<file path="src/rtl/score_fill_scheduler.sv">
// Score-matrix fill sequencer: walks cells row-major, issues diag/left/up reads,
// tags returning RAM data, waits for the compute result and issues one write per cell.
module score_fill_scheduler #(
  parameter int N       = 128,
  parameter int RAM_LAT = 1,
  parameter int BitAddr = $clog2(N+1),
  parameter int ADDR_W  = $clog2((N+1)*(N+1)-1)
) (
  input  logic               clk_i,
  input  logic               rst_ni,
  input  logic               start_i,
  input  logic               abort_i,
  input  logic               calc_valid_i,
  output logic [BitAddr:0]   i_o,
  output logic [BitAddr:0]   j_o,
  output logic               en_read_o,
  output logic [1:0]         count_o,
  output logic               rd_valid_o,
  output logic [1:0]         rd_sel_o,
  output logic               en_write_o,
  output logic [ADDR_W:0]    wr_addr_o,
  output logic               busy_o,
  output logic               done_o
);

  // state  | meaning
  // IDLE   | waiting for start
  // READ   | three read requests, count 0/1/2
  // WAIT   | draining read tags until the "up" operand has been presented
  // CALC   | holding i,j until the compute unit reports its result
  // WRITE  | one-cycle score write
  // NEXT   | advance to the following cell or finish
  // DONE   | one-cycle done pulse
  typedef enum logic [2:0] {
    S_IDLE, S_READ, S_WAIT, S_CALC, S_WRITE, S_NEXT, S_DONE
  } state_e;

  localparam int               PIPE_D   = RAM_LAT + 1;
  localparam int               IW       = BitAddr + 1;
  localparam int               AW       = ADDR_W + 1;
  localparam logic [BitAddr:0] LAST_IDX = IW'(N - 1);
  localparam logic [BitAddr:0] IDX_ONE  = IW'(1);

  state_e state_q, state_d;

  logic [BitAddr:0] i_q, i_d, j_q, j_d;
  logic             en_read_q, en_read_d;
  logic [1:0]       count_q, count_d;
  logic             en_write_q, en_write_d;
  logic [ADDR_W:0]  wr_addr_q, wr_addr_d;
  logic             busy_q, busy_d;
  logic             done_q, done_d;

  // Each tag stage is {valid, sel}
  logic [2:0] pipe_q [PIPE_D];
  logic [2:0] pipe_d [PIPE_D];

  logic            abort_hit;
  logic            last_cell;
  logic            tag_last;
  logic [ADDR_W:0] i_w, j_w, cell_addr;

  assign abort_hit = abort_i && (state_q != S_IDLE);
  assign last_cell = (i_q == LAST_IDX) && (j_q == LAST_IDX);
  assign tag_last  = (pipe_q[PIPE_D-1] == 3'b110);

  assign i_w       = AW'(i_q);
  assign j_w       = AW'(j_q);
  assign cell_addr = (j_w + AW'(1)) + AW'(N + 1) * (i_w + AW'(1));

  always_ff @(posedge clk_i or negedge rst_ni) begin
    if (!rst_ni) begin
      state_q <= S_IDLE;
    end else begin
      state_q <= state_d;
    end
  end

  always_comb begin
    state_d = state_q;
    case (state_q)
      S_IDLE:  if (start_i) state_d = S_READ;
      S_READ:  if (count_q == 2'd2) state_d = S_WAIT;
      S_WAIT:  if (tag_last) state_d = S_CALC;
      S_CALC:  if (calc_valid_i) state_d = S_WRITE;
      S_WRITE: state_d = S_NEXT;
      S_NEXT:  state_d = last_cell ? S_DONE : S_READ;
      S_DONE:  state_d = S_IDLE;
      default: state_d = S_IDLE;
    endcase
    if (abort_hit) state_d = S_IDLE;
  end

  // Outputs are computed from the upcoming state so they register in step with it.
  always_comb begin
    en_read_d  = (state_d == S_READ);
    count_d    = ((state_d == S_READ) && (state_q == S_READ)) ? 2'(count_q + 2'd1) : 2'd0;
    en_write_d = (state_d == S_WRITE);
    wr_addr_d  = en_write_d ? cell_addr : '0;
    busy_d     = (state_d != S_IDLE);
    done_d     = (state_d == S_DONE);
    i_d        = i_q;
    j_d        = j_q;
    if ((state_q == S_IDLE) && (state_d == S_READ)) begin
      i_d = '0;
      j_d = '0;
    end else if ((state_q == S_NEXT) && (state_d == S_READ)) begin
      if (j_q == LAST_IDX) begin
        j_d = '0;
        i_d = i_q + IDX_ONE;
      end else begin
        j_d = j_q + IDX_ONE;
      end
    end
    if (abort_hit) begin
      i_d = '0;
      j_d = '0;
    end

    pipe_d[0] = abort_hit ? 3'b000 : {en_read_q, count_q};
    for (int k = 1; k < PIPE_D; k++) begin
      pipe_d[k] = abort_hit ? 3'b000 : pipe_q[k-1];
    end
  end

  always_ff @(posedge clk_i or negedge rst_ni) begin
    if (!rst_ni) begin
      i_q        <= '0;
      j_q        <= '0;
      en_read_q  <= 1'b0;
      count_q    <= 2'd0;
      en_write_q <= 1'b0;
      wr_addr_q  <= '0;
      busy_q     <= 1'b0;
      done_q     <= 1'b0;
      for (int k = 0; k < PIPE_D; k++) pipe_q[k] <= 3'b000;
    end else begin
      i_q        <= i_d;
      j_q        <= j_d;
      en_read_q  <= en_read_d;
      count_q    <= count_d;
      en_write_q <= en_write_d;
      wr_addr_q  <= wr_addr_d;
      busy_q     <= busy_d;
      done_q     <= done_d;
      for (int k = 0; k < PIPE_D; k++) pipe_q[k] <= pipe_d[k];
    end
  end

  assign i_o        = i_q;
  assign j_o        = j_q;
  assign en_read_o  = en_read_q;
  assign count_o    = count_q;
  assign rd_valid_o = pipe_q[PIPE_D-1][2];
  assign rd_sel_o   = pipe_q[PIPE_D-1][1:0];
  assign en_write_o = en_write_q;
  assign wr_addr_o  = wr_addr_q;
  assign busy_o     = busy_q;
  assign done_o     = done_q;

endmodule

</file>
<file path="config.mk">
export PLATFORM = sky130hd
export DESIGN_NAME = score_fill_scheduler
export DESIGN_NICKNAME = d
export VERILOG_FILES = /design/src/rtl/score_fill_scheduler.sv
export SDC_FILE = /design/constraint.sdc
export NUM_CORES = 1
export LEC_CHECK = 0
export CAP_MARGIN = 25
export CORE_UTILIZATION = 50
export DETAILED_ROUTE_END_ITERATION = 12
export GPL_TIMING_DRIVEN = 0
export PLACE_DENSITY = 0.77
export REMOVE_ABC_BUFFERS = 1
export SYNTH_ARGS = -nofsm -noshare
export SYNTH_HDL_FRONTEND = slang
export SYNTH_SLANG_ARGS = --single-unit
</file>
<file path="constraint.sdc">
create_clock -name clk_i -period 3.86 [get_ports clk_i]
set_clock_uncertainty 0.15 [all_clocks]
set_input_delay 0.772 -clock clk_i [delete_from_list [all_inputs] [get_ports clk_i]]
set_output_delay 0.772 -clock clk_i [all_outputs]
set_load 0.005 [all_outputs]
</file>
== Yosys cells after proc, flatten, opt, wreduce, memory -nomap -nowiden ==
Cells that the tools add are included.

* Word-level logic and storage cells: 60
* Bits of input ports: 5
* Bits in registers: 49
* Output and inout port bits: 43

* Mux-type cells: 19
* $add $sub $neg: 6
* $mul: 1
* Eq/ne operators: 12
* Reduce and logical (&&, ||, !) cells: 11

{| class="wikitable"
|+ Operators by type and width
! operator !! count
|-
| 9-bit 2-to-1 mux || 8
|-
| 3-bit 2-to-1 mux || 8
|-
| 9-bit by 1-bit adder with 10-bit output, second input constant || 2
|-
| 9-bit by 1-bit adder with 9-bit output, second input constant || 2
|-
| 9-bit by 7-bit == test with 1-bit output, second input constant || 2
|-
| 3-bit one-hot mux with 6 select lines || 1
|-
| 10-bit by 16-bit adder with 16-bit output || 1
|-
| 8-bit by 10-bit multiplier with 16-bit output, first input constant || 1
|-
| 16-bit 2-to-1 mux || 1
|-
| 3-bit == test, second input constant || 5
|-
| 3-bit nonzero test || 4
|-
| 3-bit by 1-bit == test with 1-bit output, second input constant || 2
|-
| 3-bit by 2-bit == test with 1-bit output, second input constant || 2
|-
| 1-bit logical AND || 5
|-
| 3-bit logical NOT || 1
|-
| 2-bit by 1-bit adder with 2-bit output, second input constant || 1
|-
| 2-bit == test, second input constant || 1
|-
| 2-bit 2-to-1 mux || 1
|-
| 2-bit AND reduction || 1
|}

== Logic depth before layout (Yosys ltp) ==
* Word-level depth: 10
* Mapped depth: 16
* Depth with buffers taken out: 16

== Worst setup path before layout ==
Ideal clock, no wire load.

* Path kind: register to register
* From: register i_q[1] (netlist: i_o[1])
* To: register wr_addr_q[13] (netlist: wr_addr_o[13])
* Stages on the path, launching flop included: 16
* Required time: 3,632 ps
* Data arrival time: 4,058 ps
* Setup time: 78 ps
* Period minus slack after synthesis: 4,286 ps
* Path slack: -426 ps
* Cell sequence: dfrtp_1 ha_1 nand3_1 nor3_1 xor2_1 ha_1 ha_1 ha_1 fa_1 ha_1 clkbuf_1 a211o_1 nand2_1 a31o_2 or4_1 a21oi_1

* Word-level cells in the longest chain between the ends: 7

{| class="wikitable"
|+ Ends and longest elaborated chain
! element !! RTL line !! RTL
|-
| start: declaration || 46 || <nowiki>logic [BitAddr:0] i_q, i_d, j_q, j_d;</nowiki>
|-
| start signal: assignment || 138 || <nowiki>i_q <= i_d;</nowiki>
|-
| parallel branches: the longest is 6 deep, another holds 8-bit by 10-bit multiplier with 16-bit output || -- ||
|-
| 16-bit 2-to-1 mux * || 99 || <nowiki>wr_addr_d = en_write_d ? cell_addr : '0;</nowiki>
|-
| via wr_addr_d[13] || 50 || <nowiki>logic [ADDR_W:0] wr_addr_q, wr_addr_d;</nowiki>
|-
| end signal: assignment || 143 || <nowiki>wr_addr_q <= wr_addr_d;</nowiki>
|-
| end: declaration || 50 ||
|}

Mark *: on every way through the listed nets, which the timed path passes.
A chain may end at the register's enable or synchronous reset.

== Final worst setup path ==
* From: register i_q[1] (netlist: i_o[1])
* To: register wr_addr_q[15] (netlist: wr_addr_o[15])

Same word-level chain as after synthesis.

==> metrics.cfg <==
[route]
ant_nets=0
top_layer=met4
wl_met1_um=3417
routed-wl-met2_um=3996
drc=0
wl_met3_um=363
drtPass1Iterations=4
drtIter0Drc=150
wire_per_inst_um=16.60
vias_per_cell=5.899
vias=2855
wl_um=8032

[yosys]
synth_seq_cells=49
ys_top_cells_by_area=dfrtp_1 (37%), ha_1 (15%), nor2_1 (3.6%)
synthDistinctLibCells=62
syn_area_per_cell_um2=9.692
synthCells=343
ys.flop_type=dfrtp_1
synth-async-reset-ratio_pct=100.0
synthesis.area_um2=3324
ys_seq_area_share_pct=36.88
yosysWarningCount=0
synth_most_common_cell=dfrtp_1
synth_edf_count=0
synth_top_area_share_pct=36.88
synthTopCellsByCount=dfrtp_1 (49), ha_1 (41), nor2_1 (32)
synth_top_area_cell=dfrtp_1

[worst_setup_path]
cp_max_fo=5
worstPathRequired_ns=3.93
reg2reg_to=wr_addr_o[15]
critPathLaunch=i_o[1]
critPathKind=reg2reg
rr_worst_depth=15
r2r_start=i_o[1]
rrSetupSlack_ns=-0.02
cp.arrival_ns=3.95
endpoint=wr_addr_o[15]
endpoint_kind=register
start_kind=register

[floorplan]
fp.dieH_um=83.54
design.core.area_um2=6386
die_w_um=83.54
initial_core_util_pct=52.06
dieArea_um2=6979
boundaryPins=48
fp-row-count=29

[sta]
hold_ws_ns=0.2788
period_share_pct=100.5
finalSetupViolCount=1
rsz0062_at_grt=yes
tightest_slew_ns=0.9715
hold_violations=0
report.final.slew_viol_count=0
max_slew_margin_pct=34.69
fin_ws_ns=-0.02110
post-route-min-period_ns=3.881
tns_ns=-0.02110
fmax_ghz=0.2577

[final_layout]
diodes=0
fillCellCount=510
stdcell_count=484
final_nets=457
final_core_util_pct=66.91
layout-drive-gt1-share_pct=18.67
areaGrowthSynthToFinish_pct=28.53

[clocking]
cts_root_buf=clkbuf_8
cts_tree=done
numCtsBuffers=5
clock_latency_ns=0.31
clock_sinks=49
clkTransAtPathRegs_ns=0.09
htree_num_levels=2
clockBufferDepth=2

[global_route]
grt_max_degree=28
grt_usage_pct=24.12
grt_pass1_vias=2863
gr-total-overflow=0
antenna_found_initial=0
grt_pass1_wl_um=13350

[flow_run]
drv_cap=0

[placed_design]
post-place-cells=453
globalplace.congestion=0.8802
port_buffers=47
dp_hpwl_um=5353

[outcome]
failed_checks=negative setup slack
status=finished with violations

[power_and_ir_drop]
irDropWorstVdd_v=0.0003156
p_leak_nw=1.994
powerDensity_nw_per_um2=281.6

[worst_hold_path]
hold_path.class=in2async

==> flip-flops by register name (all words and copies together), names as in the netlist, 2 cells and up <==
register / flops
count_o: 2
rd_sel_o: 2
wr_addr_o: 16
pipe_q: 3
i_o: 9
state_q: 3
j_o: 9
==> critical path, stage by stage (launching register included) <==
cell,delay [ns]
dfrtp_2,0.40
ha_4,0.16
buf_4,0.14
nand2_1,0.05
nor2_1,0.15
xor2_1,0.27
ha_1,0.21
ha_1,0.23
ha_1,0.20
fa_1,0.55
ha_4,0.22
a211o_1,0.27
a21o_1,0.19
a2111oi_4,0.27
nor4_1,0.10
mux2i_1,0.23
==> final cells by class <==
type | count | area (um^2) | area share [%]
clock buffers | 5 | 68.82 | 1.611
clock inverters | 2 | 35.03 | 0.8199
inverters | 19 | 71.32 | 1.669
multi-input cells | 260 | 2101 | 49.17
flip-flops and latches | 49 | 1235 | 28.90
well taps | 77 | 96.34 | 2.255
repair buffers | 72 | 665.6 | 15.58
==> worst min-delay path by stage <==
| stage | endpoint | slack [ns] | cells past startpoint |
|---|---|---|---|
| after global placement | rd_sel_o[0] | 0.28 | 1 |
| after CTS | wr_addr_o[0] | 0.31 | 1 |
| after global routing | wr_addr_o[0] | 0.31 | 1 |
| final | wr_addr_o[0] | 0.28 | 1 |
| after floorplan | rd_sel_o[0] | 0.28 | 1 |
| after detailed placement | rd_sel_o[1] | 0.30 | 1 |
==> report_power, final <==
| group | internal, W | leakage (nW) | total (W) | switching, W |
|---|---|---|---|---|
| combinational | 0.000123 | 1.28 | 0.000241 | 0.000118 |
| clock | 0.000189 | 0.0540 | 0.000361 | 0.000172 |
| sequential | 0.000559 | 0.661 | 0.000602 | 0.0000433 |
==> per-layer routing <==
layer / track usage, % / up-vias
li1: - / 1355
met1: 30.06 / 1384
met2: 40.39 / 93
met3: 5.143 / 23
met4: 10.63 / 0
met5: 0 / -
==> through the flow <==
stage,power (W),worst slack (ns),instance area [um^2]
2_1_floorplan,0.0007377,-0.3214,3241
3_3_place_gp,0.0008414,-0.7232,3807
3_5_place_dp,0.0008540,-0.8120,3822
4_1_cts,0.001210,-0.006403,4244
5_1_grt,0.001267,-0.1520,4273
6_report,0.001203,-0.02110,4273
==> placed cells by master, fill, tap and decap left out, types with 2 or more instances in the layout <==
cell type	netlist	final
clkbuf_8	0	5
mux2i_1	3	3
and3_1	2	2
nor3_1	5	3
dfrtp_1	49	42
and2_1	11	11
or4_4	2	2
nand3_1	11	10
or4_1	4	4
fa_1	4	3
o21ai_0	15	15
a21o_1	3	3
o32ai_1	2	2
buf_4	4	24
ha_1	41	35
o21bai_2	0	2
nor4_1	2	2
clkdlybuf4s50_1	0	46
a31oi_1	2	2
nor2_1	32	32
xnor2_1	7	5
a21oi_2	2	3
a21oi_1	21	20
nand2b_1	5	5
xor2_1	12	12
nand2_2	0	2
inv_2	0	2
ha_4	0	5
nor3_4	0	2
a211oi_1	3	2
nand4_1	7	7
nand2_1	23	21
dfrtp_2	0	7
inv_1	19	17
nand3_4	1	2
o211ai_1	3	3
or3_1	6	6
xnor2_2	0	2
o31ai_1	2	2
==> timing repair <==
action,4_1_cts,5_1_grt
pin swaps,14,6
hold buffers,0,0
gates resized for setup,29,5
setup endpoints to repair,7,7
setup buffers,22,2
==> cells by family (layout without fill, tap and decap cells) <==
logic type	count (synthesis)	count (layout)	synth area share, %
AND/OR/NAND/NOR	120	120	19.50
multiplexers	4	4	1.242
adder cells (fa/ha/maj)	45	45	17.84
AO/OA/AOI/OAI	72	72	14.87
flip-flops	49	49	36.88
buffers and inverters	34	98	4.667
XOR/XNOR	19	19	5.006
Power figures use the tool's default switching activity.
